### config.mk
export PLATFORM = sky130hd
export DESIGN_NAME = lm_multi_channel
export DESIGN_NICKNAME = d
export VERILOG_FILES = /design/src/rtl/lm_multi_channel_pkg.sv /design/src/rtl/lm_multi_channel_channel.sv /design/src/rtl/lm_multi_channel.sv
export SDC_FILE = /design/constraint.sdc
export NUM_CORES = 1
export LEC_CHECK = 0
export ABC_AREA = 1
export CAP_MARGIN = 20
export CORE_MARGIN = 3
export CORE_UTILIZATION = 52
export DETAILED_ROUTE_END_ITERATION = 10
export PLACE_DENSITY = 0.77
export SETUP_SLACK_MARGIN = 0.15
export SLEW_MARGIN = 5
export SYNTH_ARGS = -nofsm -noshare
export SYNTH_HDL_FRONTEND = slang
export SYNTH_SLANG_ARGS = --single-unit
### constraint.sdc
create_clock -name clk -period 1.9 [get_ports clk]
set_clock_uncertainty 0.15 [all_clocks]
set_input_delay 0.285 -clock clk [delete_from_list [all_inputs] [get_ports clk]]
set_output_delay 0.285 -clock clk [all_outputs]
set_load 0.02 [all_outputs]
### src/rtl/lm_multi_channel_pkg.sv
// Shared definitions for the multi-channel LED manager: display modes and counter sizing.
package lm_multi_channel_pkg;

  typedef enum logic [1:0] {
    LM_MODE_MANUAL   = 2'b00,
    LM_MODE_ROTATE   = 2'b01,
    LM_MODE_PRIORITY = 2'b10,
    LM_MODE_OFF      = 2'b11
  } lm_mode_e;

  localparam int LM_NUM_CH   = 4;
  localparam int LM_WIDTH_CH = 8;

  // Width of a counter spanning 0..n-1, never narrower than one bit.
  function automatic int lm_cnt_w(input int n);
    return (n <= 2) ? 1 : $clog2(n);
  endfunction

endpackage

### src/rtl/lm_multi_channel_channel.sv
// One producer channel: latched status word plus a fresh flag that expires HOLD_CYCLES after the last valid.
module lm_channel
  import lm_multi_channel_pkg::*;
#(
  parameter int WIDTH_CH    = 8,
  parameter int HOLD_CYCLES = 1000
) (
  input  logic                clk,
  input  logic                rst,
  input  logic                valid,
  input  logic                clear,
  input  logic [WIDTH_CH-1:0] data,
  output logic [WIDTH_CH-1:0] word,
  output logic                fresh
);
  localparam int HW = lm_cnt_w(HOLD_CYCLES);

  logic [HW-1:0] hold_cnt;

  // A new valid beats a simultaneous clear.
  always_ff @(posedge clk) begin
    if (!rst) begin
      word     <= '0;
      fresh    <= 1'b0;
      hold_cnt <= '0;
    end else if (valid) begin
      word     <= data;
      fresh    <= 1'b1;
      hold_cnt <= HW'(HOLD_CYCLES - 1);
    end else if (clear) begin
      word     <= '0;
      fresh    <= 1'b0;
      hold_cnt <= '0;
    end else if (fresh) begin
      if (hold_cnt == '0) fresh <= 1'b0;
      else                hold_cnt <= hold_cnt - 1'b1;
    end
  end

endmodule

### src/rtl/lm_multi_channel.sv
// LED manager: latches NUM_CH status words and shows one on a shared LED bank (manual/rotate/priority/off).
module lm_multi_channel
  import lm_multi_channel_pkg::*;
#(
  parameter int                NUM_CH        = LM_NUM_CH,
  parameter int                WIDTH_CH      = LM_WIDTH_CH,
  parameter int                SEL_W         = 2,
  parameter int                HOLD_CYCLES   = 1000,
  parameter int                ROTATE_CYCLES = 50000,
  parameter int                BLINK_CYCLES  = 25000,
  parameter logic [NUM_CH-1:0] BLINK_MASK    = NUM_CH'(4'b0110)
) (
  input  logic                       clk,
  input  logic                       rst,
  input  logic [NUM_CH*WIDTH_CH-1:0] ch_data,
  input  logic [NUM_CH-1:0]          ch_valid,
  input  logic [1:0]                 mode_sel,
  input  logic [SEL_W-1:0]           ch_sel,
  input  logic                       clear,
  output logic [WIDTH_CH-1:0]        leds,
  output logic [SEL_W-1:0]           active_ch,
  output logic [NUM_CH-1:0]          fresh
);
  localparam int RW = lm_cnt_w(ROTATE_CYCLES);
  localparam int BW = lm_cnt_w(BLINK_CYCLES);

  logic [NUM_CH-1:0][WIDTH_CH-1:0] words;
  lm_mode_e                        mode, mode_q;
  logic                            mode_chg;
  logic [RW-1:0]                   rot_cnt;
  logic                            rot_tc;
  logic [BW-1:0]                   blink_cnt;
  logic                            phase;
  logic                            pri_hit;
  logic [SEL_W-1:0]                pri_idx, next_rot;
  logic [WIDTH_CH-1:0]             shown, leds_d;
  logic                            blink_en;

  for (genvar g = 0; g < NUM_CH; g++) begin : g_ch
    lm_channel #(.WIDTH_CH(WIDTH_CH), .HOLD_CYCLES(HOLD_CYCLES)) u_ch (
      .clk   (clk),
      .rst   (rst),
      .valid (ch_valid[g]),
      .clear (clear),
      .data  (ch_data[g*WIDTH_CH +: WIDTH_CH]),
      .word  (words[g]),
      .fresh (fresh[g])
    );
  end

  assign mode     = lm_mode_e'(mode_sel);
  assign mode_chg = (mode != mode_q);
  assign rot_tc   = (rot_cnt == RW'(ROTATE_CYCLES - 1));
  assign next_rot = (active_ch >= SEL_W'(NUM_CH - 1)) ? '0 : active_ch + 1'b1;

  always_comb begin
    pri_hit = 1'b0;
    pri_idx = '0;
    for (int i = NUM_CH - 1; i >= 0; i--) begin
      if (fresh[i]) begin
        pri_hit = 1'b1;
        pri_idx = SEL_W'(i);
      end
    end
  end

  // Out-of-range selections match no channel and therefore show 0.
  always_comb begin
    shown    = '0;
    blink_en = 1'b0;
    for (int i = 0; i < NUM_CH; i++) begin
      if (active_ch == SEL_W'(i)) begin
        shown    = words[i];
        blink_en = BLINK_MASK[i];
      end
    end
  end

  always_comb begin
    leds_d = shown;
    if (mode == LM_MODE_OFF)                         leds_d = '0;
    else if (blink_en && (shown != '0) && !phase)    leds_d = '0;
  end

  always_ff @(posedge clk) begin
    if (!rst) begin
      mode_q    <= LM_MODE_MANUAL;
      rot_cnt   <= '0;
      active_ch <= '0;
      blink_cnt <= '0;
      phase     <= 1'b0;
      leds      <= '0;
    end else begin
      mode_q <= mode;
      leds   <= leds_d;

      if (blink_cnt == BW'(BLINK_CYCLES - 1)) begin
        blink_cnt <= '0;
        phase     <= ~phase;
      end else begin
        blink_cnt <= blink_cnt + 1'b1;
      end

      // The rotate dwell restarts on any mode change and is held outside ROTATE.
      if (mode_chg)                      rot_cnt <= '0;
      else if (mode == LM_MODE_ROTATE)   rot_cnt <= rot_tc ? '0 : rot_cnt + 1'b1;

      case (mode)
        LM_MODE_MANUAL:   active_ch <= ch_sel;
        LM_MODE_ROTATE:   if (!mode_chg && rot_tc) active_ch <= next_rot;
        LM_MODE_PRIORITY: if (pri_hit) active_ch <= pri_idx;
        default: ;
      endcase
    end
  end

endmodule
==> flow_summary_export.csv <==
group,metric,value,unit
cts,postCtsHoldBufs,0,
flow_run,cap_viol_max_count,0,
power,p_switching,1970,µW
synth,syn_area,5870,µm²
final_layout,num-fill-cells,797,
final_layout,nets,984,
synth,syn_avg_cell_area,7.21,µm²
synth,async_flop_share,0,%
timing,hold_violations,0,
outcome,violations,"negative setup slack",
synth,ys_warn_count,0,
cts,clk_latency,0.42,ns
final_layout,stdcell_count,1081,
cts,clk_pin_slew_worst_paths,0.06,ns
synth,ys.flop_type,"dfxtp_1",
placement,placed_area,6850,µm²
routing,drcViolationCount,0,
timing,relSlewSlack,77.1,%
timing,worst_pin_slew,0.343,ns
placement,dpl.hpwl,10900,µm
setup_path,crit_fanout,8,
setup_path,r2r-start,"active_ch[0]",
floorplan,io_pins,57,
power,power.leakage,0.00344,µW
setup_path,crit_path_start_kind,"register",
synth,ys_seq_area_share,40.9,%
cts,cts_buffers,17,
power,p_int,5410,µW
synth,synthTopCellsByArea,"dfxtp_1, nor2_1, nand2_1",
power,pwr-share-seq,37.1,%
floorplan,start_util,53.7,%
min_path,hp-class,"reg -> reg",
timing,finalCritPeriodShare,103,%
global_route,grt_max_degree,41,
placement,portBuffers,56,
floorplan,dieArea,12600,µm²
timing,fin_crit,1.95,ns
final_layout,postLayoutCellArea,7970,µm²
power,max-vdd-ir-drop,0.670,mV
global_route,grt_pass1_wl,25300,µm
routing,wirelength,16200,µm
placement,place.gp.congestion,0.896,
outcome,status,"finished, violations left",
routing,drt-initial-drc-count,405,
synth,synth_top_area_cell,"dfxtp_1",
cts,cts.sinks,120,
power,total_power,7380,µW
final_layout,final_common_cell,"nor2_1",
global_route,top_usage_layer,"met2",
placement,place_inst,1029,
routing,ant_nets,0,
final_layout,area_growth,35.7,%
setup_path,cp-end-kind,"register",
final_layout,final_cell_mix,"nor2_1, dfxtp_1, nand2_1",
synth,ys_ff_latch,120,
global_route,grt_use_total,24.9,%
power,pwr-share-clk,46.9,%
timing,setup_slack,-0.0507,ns
setup_path,cp-startpoint,"active_ch[0]",
timing,clock.fmax,513,MHz
power,powerDensity,926,nW/µm²
routing,wire_per_inst,15.0,µm
synth,ys_types,36,
global_route,grt_use_met1,29.4,%
power,pwr-share-comb,16.0,%
floorplan,die_h,112,µm
synth,synth_edf_count,0,
global_route,grt_use_met3,6.85,%
cts,tritoncts,"yes",
global_route,grt_overflow_total,0,
setup_path,worstPathArrival,2.16,ns
synth,syn_nets,870,
setup_path,path_class,"reg -> reg",
final_layout,fin_util,72.9,%
setup_path,cp.required,2.11,ns
global_route,use_met2,42.7,%
timing,rsz0062_at_grt,"yes",
final_layout,drive_gt1_share,21.0,%
synth,netlist.area_leader.share,40.9,%
floorplan,rows,38,
min_path,min_from,"blink_cnt[0]",
cts,cts_root_buffer,"clkbuf_16",
routing,via_per_inst,5.41,
synth,synth_cells,814,
global_route,grt_pass1_vias,5506,
cts,cts_buffer_depth,2,
routing,vias,5847,
power,switching_share,26.7,%
final_layout,diodes,0,
timing,finalMaxSlewViolations,0,
floorplan,core,10900,µm²
cts,h-tree-depth,4,
global_route,antenna_found_initial,0,
timing,setup_viol,6,
floorplan,die_w,112,µm
routing,drt_first_pass_iters,5,
-- final cells by class --
| class | count | area [µm²] | share of cell area (%) |
|---|---|---|---|
| Multi-Input combinational cell | 555 | 3220 | 40.5 |
| Sequential cell | 120 | 2420 | 30.4 |
| Timing Repair Buffer | 123 | 1090 | 13.7 |
| Clock buffer | 18 | 439 | 5.51 |
| Inverter | 111 | 419 | 5.26 |
| Clock inverter | 14 | 198 | 2.48 |
| Tap cell | 140 | 175 | 2.20 |
-- metrics by stage --
stage / setup TNS [ns] / hold slack, ns / setup slack, ns
floorplan: 0 / 0.228 / 0.134
global placement: -0.420 / 0.279 / -0.104
detailed placement: -1.38 / 0.298 / -0.136
CTS: 0 / 0.311 / 0.0293
global route: -1.31 / 0.299 / -0.188
finish: -0.106 / 0.272 / -0.0507
-- power groups by stage --
stage | Combinational, µW | Clock, µW | Sequential [µW]
global placement | 962 | 0 | 2770
detailed placement | 996 | 0 | 2780
floorplan | 599 | 0 | 2780
global route | 1300 | 3590 | 2750
finish | 1180 | 3460 | 2740
CTS | 1060 | 3490 | 2730
-- registers in the layout (all words and copies together), names as in the netlist --
| register | cells |
|---|---|
| rot_cnt | 16 |
| active_ch | 2 |
| mode_q | 2 |
| g_ch.u_ch.fresh | 4 |
| g_ch.u_ch.word | 32 |
| blink_cnt | 15 |
| leds | 8 |
| phase | 1 |
| g_ch.u_ch.hold_cnt | 40 |
-- worst max-delay path, stage by stage (launching register included) --
cell and delay [ns]:
dfxtp_4 0.41, inv_4 0.06, ha_4 0.17, buf_6 0.13, a21oi_1 0.12, nand2_1 0.10, a21boi_2 0.16, nand2_1 0.07
nor2_1 0.12, nand2_1 0.08, nand2_2 0.07, nand2_4 0.10, nor2_1 0.14
-- repair_timing --
| action | CTS | global route |
|---|---|---|
| gates resized for setup | 54 | 76 |
| endpoints found under the hold margin | 0 | 0 |
| endpoints found under the setup margin | 56 | 54 |
| pin swaps | 7 | 23 |
| buffers inserted | 9 | 11 |
-- kinds of logic after synthesis --
group,Yosys count,share of synthesized area [%]
AO/OA/AOI/OAI,148,14.2
XOR/XNOR,34,5.07
adder cells (fa/ha/maj),13,2.77
buffers and inverters,139,9.91
flip-flops,120,40.9
AND/OR/NAND/NOR,360,27.2
-- synthesized netlist by cell type (8+ instances only) --
cell and count:
dfxtp_1 120, nand3_1 56, xnor2_1 10, clkbuf_1 11, a21oi_1 52, ha_1 13, nor3_1 25, a22oi_1 23
nor2_1 129, xor2_1 24, nor3b_1 8, inv_1 109, nand2_1 115, o21ai_0 60
-- final timing paths --
kind | end | slack (ns) | cells after the start
worst min-delay path | blink_cnt[0] | 0.27 | 1
worst max-delay path | leds[1] | -0.05 | 12
worst min register to register | blink_cnt[0] | 0.27 | 1
worst max register to register | leds[1] | -0.05 | 12
-- routing by layer --
layer	vias to the layer above	part of all wire, %
met5	-	0
met4	0	2.8
met3	44	6.6
met2	214	51
met1	2726	40
li1	2863	-
Power figures use the tool's default switching activity.
